### src/rtl/graph_result_capture.sv
// graph_result_capture
// Samples the four result bits {q4,q3,q2,q1} on enabled edges and logs a
// timestamped entry into a small FIFO whenever the vector changes. The first
// enabled edge after reset or clear is always logged. When the FIFO is full
// and nothing is popped, the entry is dropped, a sticky overflow flag is set
// and a saturating drop counter is bumped. The producer side never stalls.
module graph_result_capture #(
    parameter int DEPTH = 4,
    parameter int TS_W  = 8
) (
    input  logic                     clk,
    input  logic                     rst,
    input  logic                     clr,
    input  logic                     en,
    input  logic                     q1,
    input  logic                     q2,
    input  logic                     q3,
    input  logic                     q4,
    output logic                     out_valid,
    input  logic                     out_ready,
    output logic [TS_W+3:0]          out_data,
    output logic [$clog2(DEPTH):0]   level,
    output logic                     overflow,
    output logic [7:0]               drop_cnt
);

    localparam int AW = $clog2(DEPTH);
    localparam logic [AW:0] FULL_LVL = (AW+1)'(DEPTH);

    logic [3:0]      cur;
    logic [TS_W-1:0] ts;
    logic [3:0]      prev;
    logic            first;

    // Pointers carry one extra wrap bit so full and empty are distinguishable.
    logic [AW:0]     wr_ptr;
    logic [AW:0]     rd_ptr;
    logic [TS_W+3:0] mem [DEPTH];

    logic empty;
    logic full;
    logic push_req;
    logic pop;
    logic push;
    logic drop;

    assign cur       = {q4, q3, q2, q1};
    assign level     = wr_ptr - rd_ptr;
    assign empty     = (level == '0);
    assign full      = (level == FULL_LVL);
    assign out_valid = !empty;
    assign out_data  = empty ? '0 : mem[rd_ptr[AW-1:0]];

    // Push/pop/drop decisions; a full FIFO still accepts a push when the head leaves.
    always_comb begin
        push_req = en && (first || (cur != prev));
        pop      = !empty && out_ready;
        push     = push_req && (!full || pop);
        drop     = push_req && full && !pop;
    end

    // Sampler state, FIFO pointers and overflow bookkeeping.
    always_ff @(posedge clk or negedge rst) begin
        if (!rst) begin
            ts       <= '0;
            prev     <= '0;
            first    <= 1'b1;
            wr_ptr   <= '0;
            rd_ptr   <= '0;
            overflow <= 1'b0;
            drop_cnt <= '0;
        end else if (clr) begin
            ts       <= '0;
            prev     <= '0;
            first    <= 1'b1;
            wr_ptr   <= '0;
            rd_ptr   <= '0;
            overflow <= 1'b0;
            drop_cnt <= '0;
        end else begin
            if (en) begin
                ts    <= ts + 1'b1;
                prev  <= cur;
                first <= 1'b0;
            end
            if (push) begin
                wr_ptr <= wr_ptr + 1'b1;
            end
            if (pop) begin
                rd_ptr <= rd_ptr + 1'b1;
            end
            if (drop) begin
                overflow <= 1'b1;
                if (drop_cnt != 8'hFF) begin
                    drop_cnt <= drop_cnt + 8'd1;
                end
            end
        end
    end

    // Entry storage; a write under clr is harmless because the pointers clear.
    always_ff @(posedge clk) begin
        if (push) begin
            mem[wr_ptr[AW-1:0]] <= {ts, cur};
        end
    end

endmodule

### config.mk
export PLATFORM = sky130hd
export DESIGN_NAME = graph_result_capture
export DESIGN_NICKNAME = d
export VERILOG_FILES = /design/src/rtl/graph_result_capture.sv
export SDC_FILE = /design/constraint.sdc
export NUM_CORES = 1
export LEC_CHECK = 0
export CAP_MARGIN = 5
export CELL_PAD_IN_SITES_DETAIL_PLACEMENT = 2
export CELL_PAD_IN_SITES_GLOBAL_PLACEMENT = 2
export CORE_UTILIZATION = 30
export CTS_CLUSTER_SIZE = 24
export DETAILED_ROUTE_END_ITERATION = 8
export GPL_ROUTABILITY_DRIVEN = 0
export HOLD_SLACK_MARGIN = 0.1
export PLACE_DENSITY_LB_ADDON = 0.1
export SYNTH_ARGS = -nofsm -noshare
export SYNTH_HDL_FRONTEND = slang
export SYNTH_SLANG_ARGS = --single-unit
### constraint.sdc
create_clock -name clk -period 9.4 [get_ports clk]
set_clock_uncertainty 0.15 [all_clocks]
set_input_delay 0.94 -clock clk [delete_from_list [all_inputs] [get_ports clk]]
set_output_delay 0.94 -clock clk [all_outputs]
set_load 0.05 [all_outputs]
==> results of run 1 <==
==> power by group <==
group | switching (mW) | leakage (nW) | internal (mW)
sequential | 0.0319 | 0.830 | 0.385
clock | 0.140 | 0.0931 | 0.102
combinational | 0.311 | 0.546 | 0.180
total | 0.482 | 1.47 | 0.667
==> flip-flops by register name, indices dropped and copies added, names as in the netlist <==
signal    cells
drop_cnt      8
first         1
mem          48
overflow      1
prev          4
rd_ptr        3
ts            8
wr_ptr        3
==> logic make-up after synthesis <==
family	after synthesis	synth area share, %
AO/OA/AOI/OAI	27	5.266
XOR/XNOR	15	4.363
adder cells (fa/ha/maj)	9	3.611
buffers and inverters	18	2.106
flip-flops	76	64.42
multiplexers	18	9.929
AND/OR/NAND/NOR	66	10.30
==> per-stage QoR <==
step | setup WS [ns] | cells | power (mW)
2_1_floorplan | 5.588 | 229 | 0.7637
3_3_place_gp | 4.843 | 396 | 0.9218
3_5_place_dp | 4.742 | 396 | 0.9273
4_1_cts | 4.350 | 412 | 1.172
5_1_grt | 4.131 | 412 | 1.212
6_report | 4.542 | 412 | 1.150
==> final cells by class <==
| cell class | count | area (µm²) | area share (%) |
|---|---|---|---|
| timing repair buffer | 36 | 352.8 | 8.799 |
| tap | 140 | 175.2 | 4.368 |
| inverter | 9 | 33.78 | 0.8424 |
| sequential | 76 | 2143 | 53.45 |
| multi-input combinational | 135 | 1119 | 27.89 |
| clock inverter | 7 | 62.56 | 1.560 |
| clock buffer | 9 | 123.9 | 3.089 |
==> final timing paths <==
kind	slack [ns]	cells after the start	end
hold reg to reg	0.37	1	first
min in group asynchronous	0.83	2	drop_cnt[6]
setup reg to reg	5.75	6	mem[0][2]
hold / removal	0.37	1	first
setup / recovery	4.54	6	out_data[6]
max in group asynchronous	7.96	2	first
==> cell usage in the layout, fill, tap and decap left out, types with 4 or more instances in the layout <==
master | netlist | final
or4_1 | 5 | 5
inv_1 | 9 | 9
a21oi_1 | 10 | 10
nand2_1 | 10 | 10
and2_1 | 16 | 16
mux2i_1 | 6 | 6
dfrtp_1 | 27 | 27
xor2_1 | 11 | 11
ha_1 | 8 | 8
mux4_2 | 12 | 12
clkdlybuf4s50_1 | 0 | 33
o21ai_0 | 4 | 4
nor2_1 | 20 | 20
clkbuf_8 | 0 | 9
o31ai_1 | 5 | 5
nand3_1 | 5 | 5
edfxtp_1 | 48 | 48
inv_6 | 0 | 4
==> routing by layer <==
metal | up-vias | wire (µm) | share of wire, % | GRT usage (%)
li1 | 925 | - | - | -
met1 | 1054 | 3313 | 47 | 18.19
met2 | 32 | 3527 | 50 | 22.95
met3 | 8 | 187 | 2.6 | 2.663
met4 | 0 | 78 | 1.1 | 6.164
met5 | - | 0 | 0 | 0
==> metrics.yaml, run 1 <==
yosys:
  synth_async_sr_flop_share_pct: 36.84
  synth_area_leaders: "edfxtp_1, dfrtp_1, mux4_2"
  synth-seq-cells: 76
  yosysTopAreaCell: "edfxtp_1"
  syn_inst: 229
  synth_cell_types: 34
  yosysMostFrequentCell: "edfxtp_1"
  synth.top_cell.area_share_pct: 43.32
  yosys_warnings: 0
  synth_edf_count: 48
  yosysSeqAreaShare_pct: 64.42
  synth_nets: 247
  synth_commonest_cells: "edfxtp_1, dfrtp_1, nor2_1"
  netlist_area_mm2: 0.003327
  synth_ff_type: "edfxtp_1"
  syn_avg_cell_area_um2: 14.53
die:
  die-area_mm2: 0.01152
  start_util_pct: 30.69
  rows: 38
  die_x_um: 107.3
  coreArea_mm2: 0.01084
  die_h_um: 107.3
  pin_count: 34
setup_path:
  worst_path_largest_cell_delay_ns: 0.71
  critPathRequiredTime_ns: 8.31
  crit_fanout: 16
  cp.arrival_ns: 3.77
  critical-path-top-delay-family: "simple AND/OR/NAND/NOR gates"
  critPathKind: "flip-flop to output port"
  endpoint_kind: "output port"
  cpMaxStageDelayCell: "dfrtp_1"
  r2r_start: "rd_ptr[0]"
  crit_buf_inv: 1
  path_cells: "ha_1, fa_1, xnor3_1, nand3_1, and2_1, clkdlybuf4s50_1"
  critPathLaunchType: "flip-flop"
  critPathLaunch: "rd_ptr[0]"
power:
  irDropWorstVdd_mv: 0.1857
  p_leak_nw: 1.469
  cellPowerDensity_mw_per_mm2: 286.7
timing:
  clock.fmax_mhz: 205.8
  holdWs_ns: 0.3717
  rsz0062_at_grt: "no"
  worst_pin_slew_ns: 1.221
  fin_crit_ns: 4.858
  tns_ns: 0
  setup_viol: 0
  relSlewSlack_pct: 17.97
  slew_viol_final: 0
  final-hold-violation-count: 0
  period_share_pct: 51.68
clocking:
  clk_path_buf_depth: 2
  cts-root-buf: "clkbuf_8"
  cts_tree: "yes"
  cts_buffers: 9
  clk_pin_slew_ns: 0.09
  cts_post_setup_buffers_inserted: 0
  postCtsResizedCells: 0
  ctsHoldBuffers: 0
  ctsHtreeMaxLevel: 3
  insertion_delay_ns: 0.35
  cts_sinks: 76
final_layout:
  syn_to_final_growth_pct: 20.53
  final_area_mm2: 0.004010
  drive_above_1_share_pct: 12.87
  final_nets: 285
  nFillCells: 1121
  finish.utilization_pct: 36.99
  diodes: 0
place:
  io_buffers: 33
  hpwlAfterDp_mm: 4.593
  postPlaceCellArea_mm2: 0.003824
grt:
  grt_max_degree: 32
  grt_antenna_before_repair: 0
  grt_overflow: 0
  grt_pass1_wl_mm: 11.96
  grt_pass1_vias: 2212
  track_usage_pct: 14.05
routing:
  drc: 0
  detail_route.iter0.violations: 47
  routed-via-count: 2019
  wire_per_inst_um: 17.25
  drt-pass1-iter-count: 4
  drt-total-wl_mm: 7.107
  ant_nets: 0
  vias_per_cell: 4.900
flow_run:
  drv_cap: 0
hold_path:
  min_from: "first"
  hold_path.class: "flip-flop to flip-flop"
run_status:
  status: "completed"
Power figures use the tool's default switching activity.
==> run 2: changes to the inputs <==
==> constraint.sdc (replaced) <==
create_clock -name clk -period 4.76 [get_ports clk]
set_clock_uncertainty 0.15 [all_clocks]
set_input_delay 0.476 -clock clk [delete_from_list [all_inputs] [get_ports clk]]
set_output_delay 0.476 -clock clk [all_outputs]
set_load 0.05 [all_outputs]
==> metrics.yaml, run 2 (synthesis gave the netlist of run 1 again) <==
hold_path:
  hold_path.class: "flip-flop to flip-flop"
setup_path:
  reg2reg_slack_ns: 1.49
  critPathRequiredTime_ns: 4.13
  ff2ff_path_depth: 5
  critPathLaunch: "rd_ptr[1]"
  r2r_end: "mem[1][11]"
  critPathKind: "flip-flop to output port"
  cp.arrival_ns: 3.50
  critPathLaunchType: "flip-flop"
  crit_fanout: 16
  r2r_start: "rd_ptr[1]"
  endpoint_kind: "output port"
  worstSetupEndpoint: "out_data[1]"
timing:
  setup_viol: 0
  tns_ns: 0
  period_share_pct: 86.66
  clock.fmax_mhz: 242.4
  fin_crit_ns: 4.125
  relSlewSlack_pct: 19.49
  final-hold-violation-count: 0
  worst_pin_slew_ns: 1.198
  slew_viol_final: 0
  rsz0062_at_grt: "no"
grt:
  grt_max_degree: 32
  grt_pass1_vias: 2244
  grt_pass1_wl_mm: 12.18
  grt_antenna_before_repair: 0
  track_usage_pct: 14.24
  grt_overflow: 0
run_status:
  status: "completed"
final_layout:
  syn_to_final_growth_pct: 21.32
  layout_commonest_cell: "edfxtp_1"
  instances_no_fill: 414
  diodes: 0
  drive_above_1_share_pct: 13.14
  largest_reg_flops: 48
  mostFrequentLayoutCells: "edfxtp_1, clkdlybuf4s50_1, dfrtp_1"
  final_nets: 287
power:
  p_leak_nw: 1.476
  p_clk_share_pct: 21.5
  irDropWorstVdd_mv: 0.2860
  p_sw_share_pct: 40.70
  cellPowerDensity_mw_per_mm2: 570.7
  comb_power_share_pct: 43.9
  seqPwrFrac_pct: 34.6
  p_int_mw: 1.366
  switching_power_mw: 0.9376
routing:
  drt-pass1-iter-count: 4
  wire_per_inst_um: 17.59
  detail_route.iter0.violations: 40
  ant_nets: 0
  drt-total-wl_mm: 7.282
  vias_per_cell: 4.802
  drc: 0
  routed-via-count: 1988
die:
  die_h_um: 107.3
  die-area_mm2: 0.01152
  rows: 38
  pin_count: 34
  coreArea_mm2: 0.01084
  start_util_pct: 30.69
  die_x_um: 107.3
place:
  io_buffers: 33
  hpwlAfterDp_mm: 4.729
  dp.cells: 398
clocking:
  cts_tree: "yes"
  cts_post_setup_buffers_inserted: 0
  ctsHoldBuffers: 0
  cts-root-buf: "clkbuf_8"
  clk_path_buf_depth: 2
  cts_buffers: 9
  insertion_delay_ns: 0.34
  clk_pin_slew_ns: 0.08
  ctsHtreeMaxLevel: 3
  postCtsResizedCells: 0
  cts_sinks: 76
flow_run:
  drv_cap: 0
-- run 2: changes by cell type in the layout (fill, tap and decap cells not counted) --
cell	change
clkinvlp_4	+2
clkinv_1	+1
inv_6	-2
buf_4	+2
bufinv_16	+1
inv_8	-1
clkinv_4	-1
-- run 2: power groups by stage --
stage	Combinational, mW	Sequential [mW]	Clock (mW)
6_report	1.01	0.797	0.495
5_1_grt	1.08	0.806	0.542
4_1_cts	1.03	0.799	0.519
3_5_place_dp	1.03	0.813	0
3_3_place_gp	1.02	0.810	0
2_1_floorplan	0.702	0.806	0
-- run 2: through the flow --
step / hold slack [ns] / total power [mW] / setup slack (ns) / utilization [%] / area, µm²
finish: 0.3693 / 2.304 / 0.6350 / 37.23 / 4036
CTS: 0.3717 / 2.352 / 0.5107 / 37.23 / 4036
floorplan: 0.03041 / 1.508 / 1.412 / - / 3327
detailed placement: 0.3588 / 1.843 / 0.8914 / 35.41 / 3839
global placement: 0.3467 / 1.829 / 1.008 / 35.41 / 3839
global route: 0.3834 / 2.424 / 0.3746 / 37.23 / 4036
-- run 2: layout make-up --
| class | count | area (µm²) |
|---|---|---|
| fillers | 1120 | 6804 |
| flip-flops and latches | 76 | 2143 |
| multi-input cells | 135 | 1119 |
| repair buffers | 38 | 367.9 |
| well taps | 140 | 175.2 |
| clock buffers | 9 | 123.9 |
| clock inverters | 7 | 73.82 |
| inverters | 9 | 33.78 |
-- run 2: worst min path at each step --
stage	from	to	slack, ns	cells past startpoint
2_1_floorplan	rst	drop_cnt[0]	0.03	0
3_3_place_gp	overflow	overflow	0.35	2
3_5_place_dp	first	first	0.36	1
4_1_cts	first	first	0.37	1
5_1_grt	first	first	0.38	1
6_report	first	first	0.37	1
-- run 2: metal layers --
layer  vias to the layer above  part of all wire, %  GRT usage, %
met3                        11                  2.1         2.421
li1                        923                    -             -
met2                        31                   49         22.95
met1                      1023                   47         19.40
met4                         0                  1.2         4.990
met5                         -                    0             0
-- run 2: worst max-delay path, stage by stage (launching register included) --
cell	delay, ns
dfrtp_1	0.65
fa_1	0.51
xnor3_1	0.47
nand3_1	0.49
and2_1	0.34
clkdlybuf4s50_1	0.71
==> run 3: changes to the inputs <==
--- a/config.mk
+++ b/config.mk
@@ -11,9 +11,11 @@
 export CORE_UTILIZATION = 30
 export CTS_CLUSTER_SIZE = 24
 export DETAILED_ROUTE_END_ITERATION = 8
+export DONT_BUFFER_PORTS = 1
 export GPL_ROUTABILITY_DRIVEN = 0
 export HOLD_SLACK_MARGIN = 0.1
 export PLACE_DENSITY_LB_ADDON = 0.1
+export RECOVER_POWER = 50
 export SYNTH_ARGS = -nofsm -noshare
 export SYNTH_HDL_FRONTEND = slang
 export SYNTH_SLANG_ARGS = --single-unit
==> metrics.yaml, run 3 (synthesis gave the netlist of run 1 again) <==
run_status:
  status: "finished with violations"
  violations: "max-capacitance violations, max-slew violations"
timing:
  relSlewSlack_pct: -14.37
  clock.fmax_mhz: 257.6
  fin_crit_ns: 3.882
  period_share_pct: 81.56
  slew_viol_final: 29
  final-hold-violation-count: 0
  holdWs_ns: 0.1323
  setup_viol: 0
  rsz0062_at_grt: "no"
  tns_ns: 0
  worst_pin_slew_ns: 1.716
power:
  irDropWorstVdd_mv: 0.2975
  p_sw_share_pct: 44.29
  finalPower_mw: 2.054
  comb_power_share_pct: 37.5
  seqPwrFrac_pct: 40.6
  p_clk_share_pct: 21.9
  switching_power_mw: 0.9098
  cellPowerDensity_mw_per_mm2: 547.3
  p_leak_nw: 1.364
  p_int_mw: 1.145
setup_path:
  path_cells: "ha_1, fa_1, xnor3_1, nand3_1, and2_1"
  r2r_end: "mem[1][6]"
  cp.arrival_ns: 3.26
  critPathRequiredTime_ns: 4.13
  critPathLaunchType: "flip-flop"
  critPathKind: "flip-flop to output port"
  critPathLaunch: "rd_ptr[0]"
  worst_path_largest_cell_delay_ns: 0.73
  reg2reg_slack_ns: 1.17
  crit_buf_inv: 0
  crit_fanout: 16
  critical-path-top-delay-family: "simple AND/OR/NAND/NOR gates"
  endpoint_kind: "output port"
  ff2ff_path_depth: 6
  cpMaxStageDelayCell: "dfrtp_1"
  r2r_start: "rd_ptr[0]"
grt:
  grt_max_degree: 29
  grt_pass1_wl_mm: 12.14
  grt_overflow: 0
  grt_antenna_before_repair: 0
  track_usage_pct: 14.55
  grt_pass1_vias: 2152
final_layout:
  multiInputGateArea_mm2: 0.001124
  layout_commonest_cell: "edfxtp_1"
  drive_above_1_share_pct: 13.82
  syn_to_final_growth_pct: 12.82
  mostFrequentLayoutCells: "edfxtp_1, dfrtp_1, nor2_1"
  nFillCells: 1114
  largest_reg_flops: 48
  instances_no_fill: 387
  final_nets: 259
  seq_area_mm2: 0.002143
  finish.utilization_pct: 34.63
die:
  rows: 38
  die-area_mm2: 0.01152
  die_h_um: 107.3
  die_x_um: 107.3
  start_util_pct: 30.69
  pin_count: 34
  coreArea_mm2: 0.01084
place:
  hpwlAfterDp_mm: 4.832
  io_buffers: 0
  dp.cells: 362
clocking:
  cts_buffers: 9
  ctsHtreeMaxLevel: 3
  clk_path_buf_depth: 2
  cts_sinks: 76
  cts_tree: "yes"
  clk_pin_slew_ns: 0.09
  cts-root-buf: "clkbuf_8"
  insertion_delay_ns: 0.35
  cts_post_setup_buffers_inserted: 0
  postCtsResizedCells: 0
hold_path:
  holdPathEnd: "ts[0]"
  holdPathStages: 2
  min_from: "en"
  hold_path.class: "input pin to flip-flop"
routing:
  ant_nets: 0
  wire_per_inst_um: 19.25
  drt-pass1-iter-count: 4
  drc: 0
  vias_per_cell: 4.946
  drt-total-wl_mm: 7.450
  detail_route.iter0.violations: 46
  routed-via-count: 1914
flow_run:
  drv_cap: 1
## run 3: cell count changes in the layout (fill, tap and decap cells not counted), sizes merged
cell | previous run | this run
buf | 5 | 3
dlygate4sd3 | 0 | 6
clkdlybuf4s50 | 33 | 0
bufinv | 1 | 0
clkbuf | 9 | 11
diode | 0 | 1
## run 3: stage by stage
step	cell area (µm²)	worst slack (ns)
CTS	3762	0.7099
detailed placement	3486	1.100
global placement	3486	1.207
floorplan	3327	1.412
finish	3754	0.8779
global route	3751	0.5460
## run 3: worst reg2reg max path, stage by stage, from the launching register on
cell and delay [ns]:
dfrtp_1 0.73, ha_1 0.38, fa_1 0.35, xnor3_1 0.49, o31ai_1 0.15, a21oi_1 0.37, and2_1 0.59
## run 3: timing repair
action / CTS / global route
setup endpoints to repair: 0 / 0
hold endpoints to repair: 72 / 0
hold buffers: 8 / 0
## run 3: how the worst max path moves through the flow
stage                              end  cells after the start
after floorplan           out_data[10]                      7
after global placement       mem[1][4]                      6
after detailed placement     mem[1][4]                      6
after CTS                  out_data[1]                      5
after global routing       out_data[8]                      5
final                      out_data[1]                      5
## run 3: power groups by stage
stage	logic, mW	clock network, mW	registers (mW)
6_report	0.771	0.450	0.833
5_1_grt	0.822	0.498	0.848
4_1_cts	0.790	0.470	0.839
3_5_place_dp	0.770	0	0.853
3_3_place_gp	0.761	0	0.848
2_1_floorplan	0.702	0	0.806
## run 3: metal layers
layer | up-vias | wire, µm | GRT usage (%)
met5 | - | 0 | 0
met3 | 5 | 304 | 3.935
met4 | 0 | 65 | 5.871
met1 | 1001 | 3380 | 18.71
li1 | 873 | - | -
met2 | 35 | 3700 | 23.27
## run 3: area by class of cell
| class | instances | share of cell area [%] |
|---|---|---|
| sequential | 76 | 57.10 |
| antenna | 1 | 0.06667 |
| inverter | 9 | 0.9000 |
| timing repair buffer | 10 | 2.633 |
| clock inverter | 6 | 1.300 |
| tap | 140 | 4.667 |
| multi-input combinational | 135 | 29.93 |
| clock buffer | 10 | 3.400 |
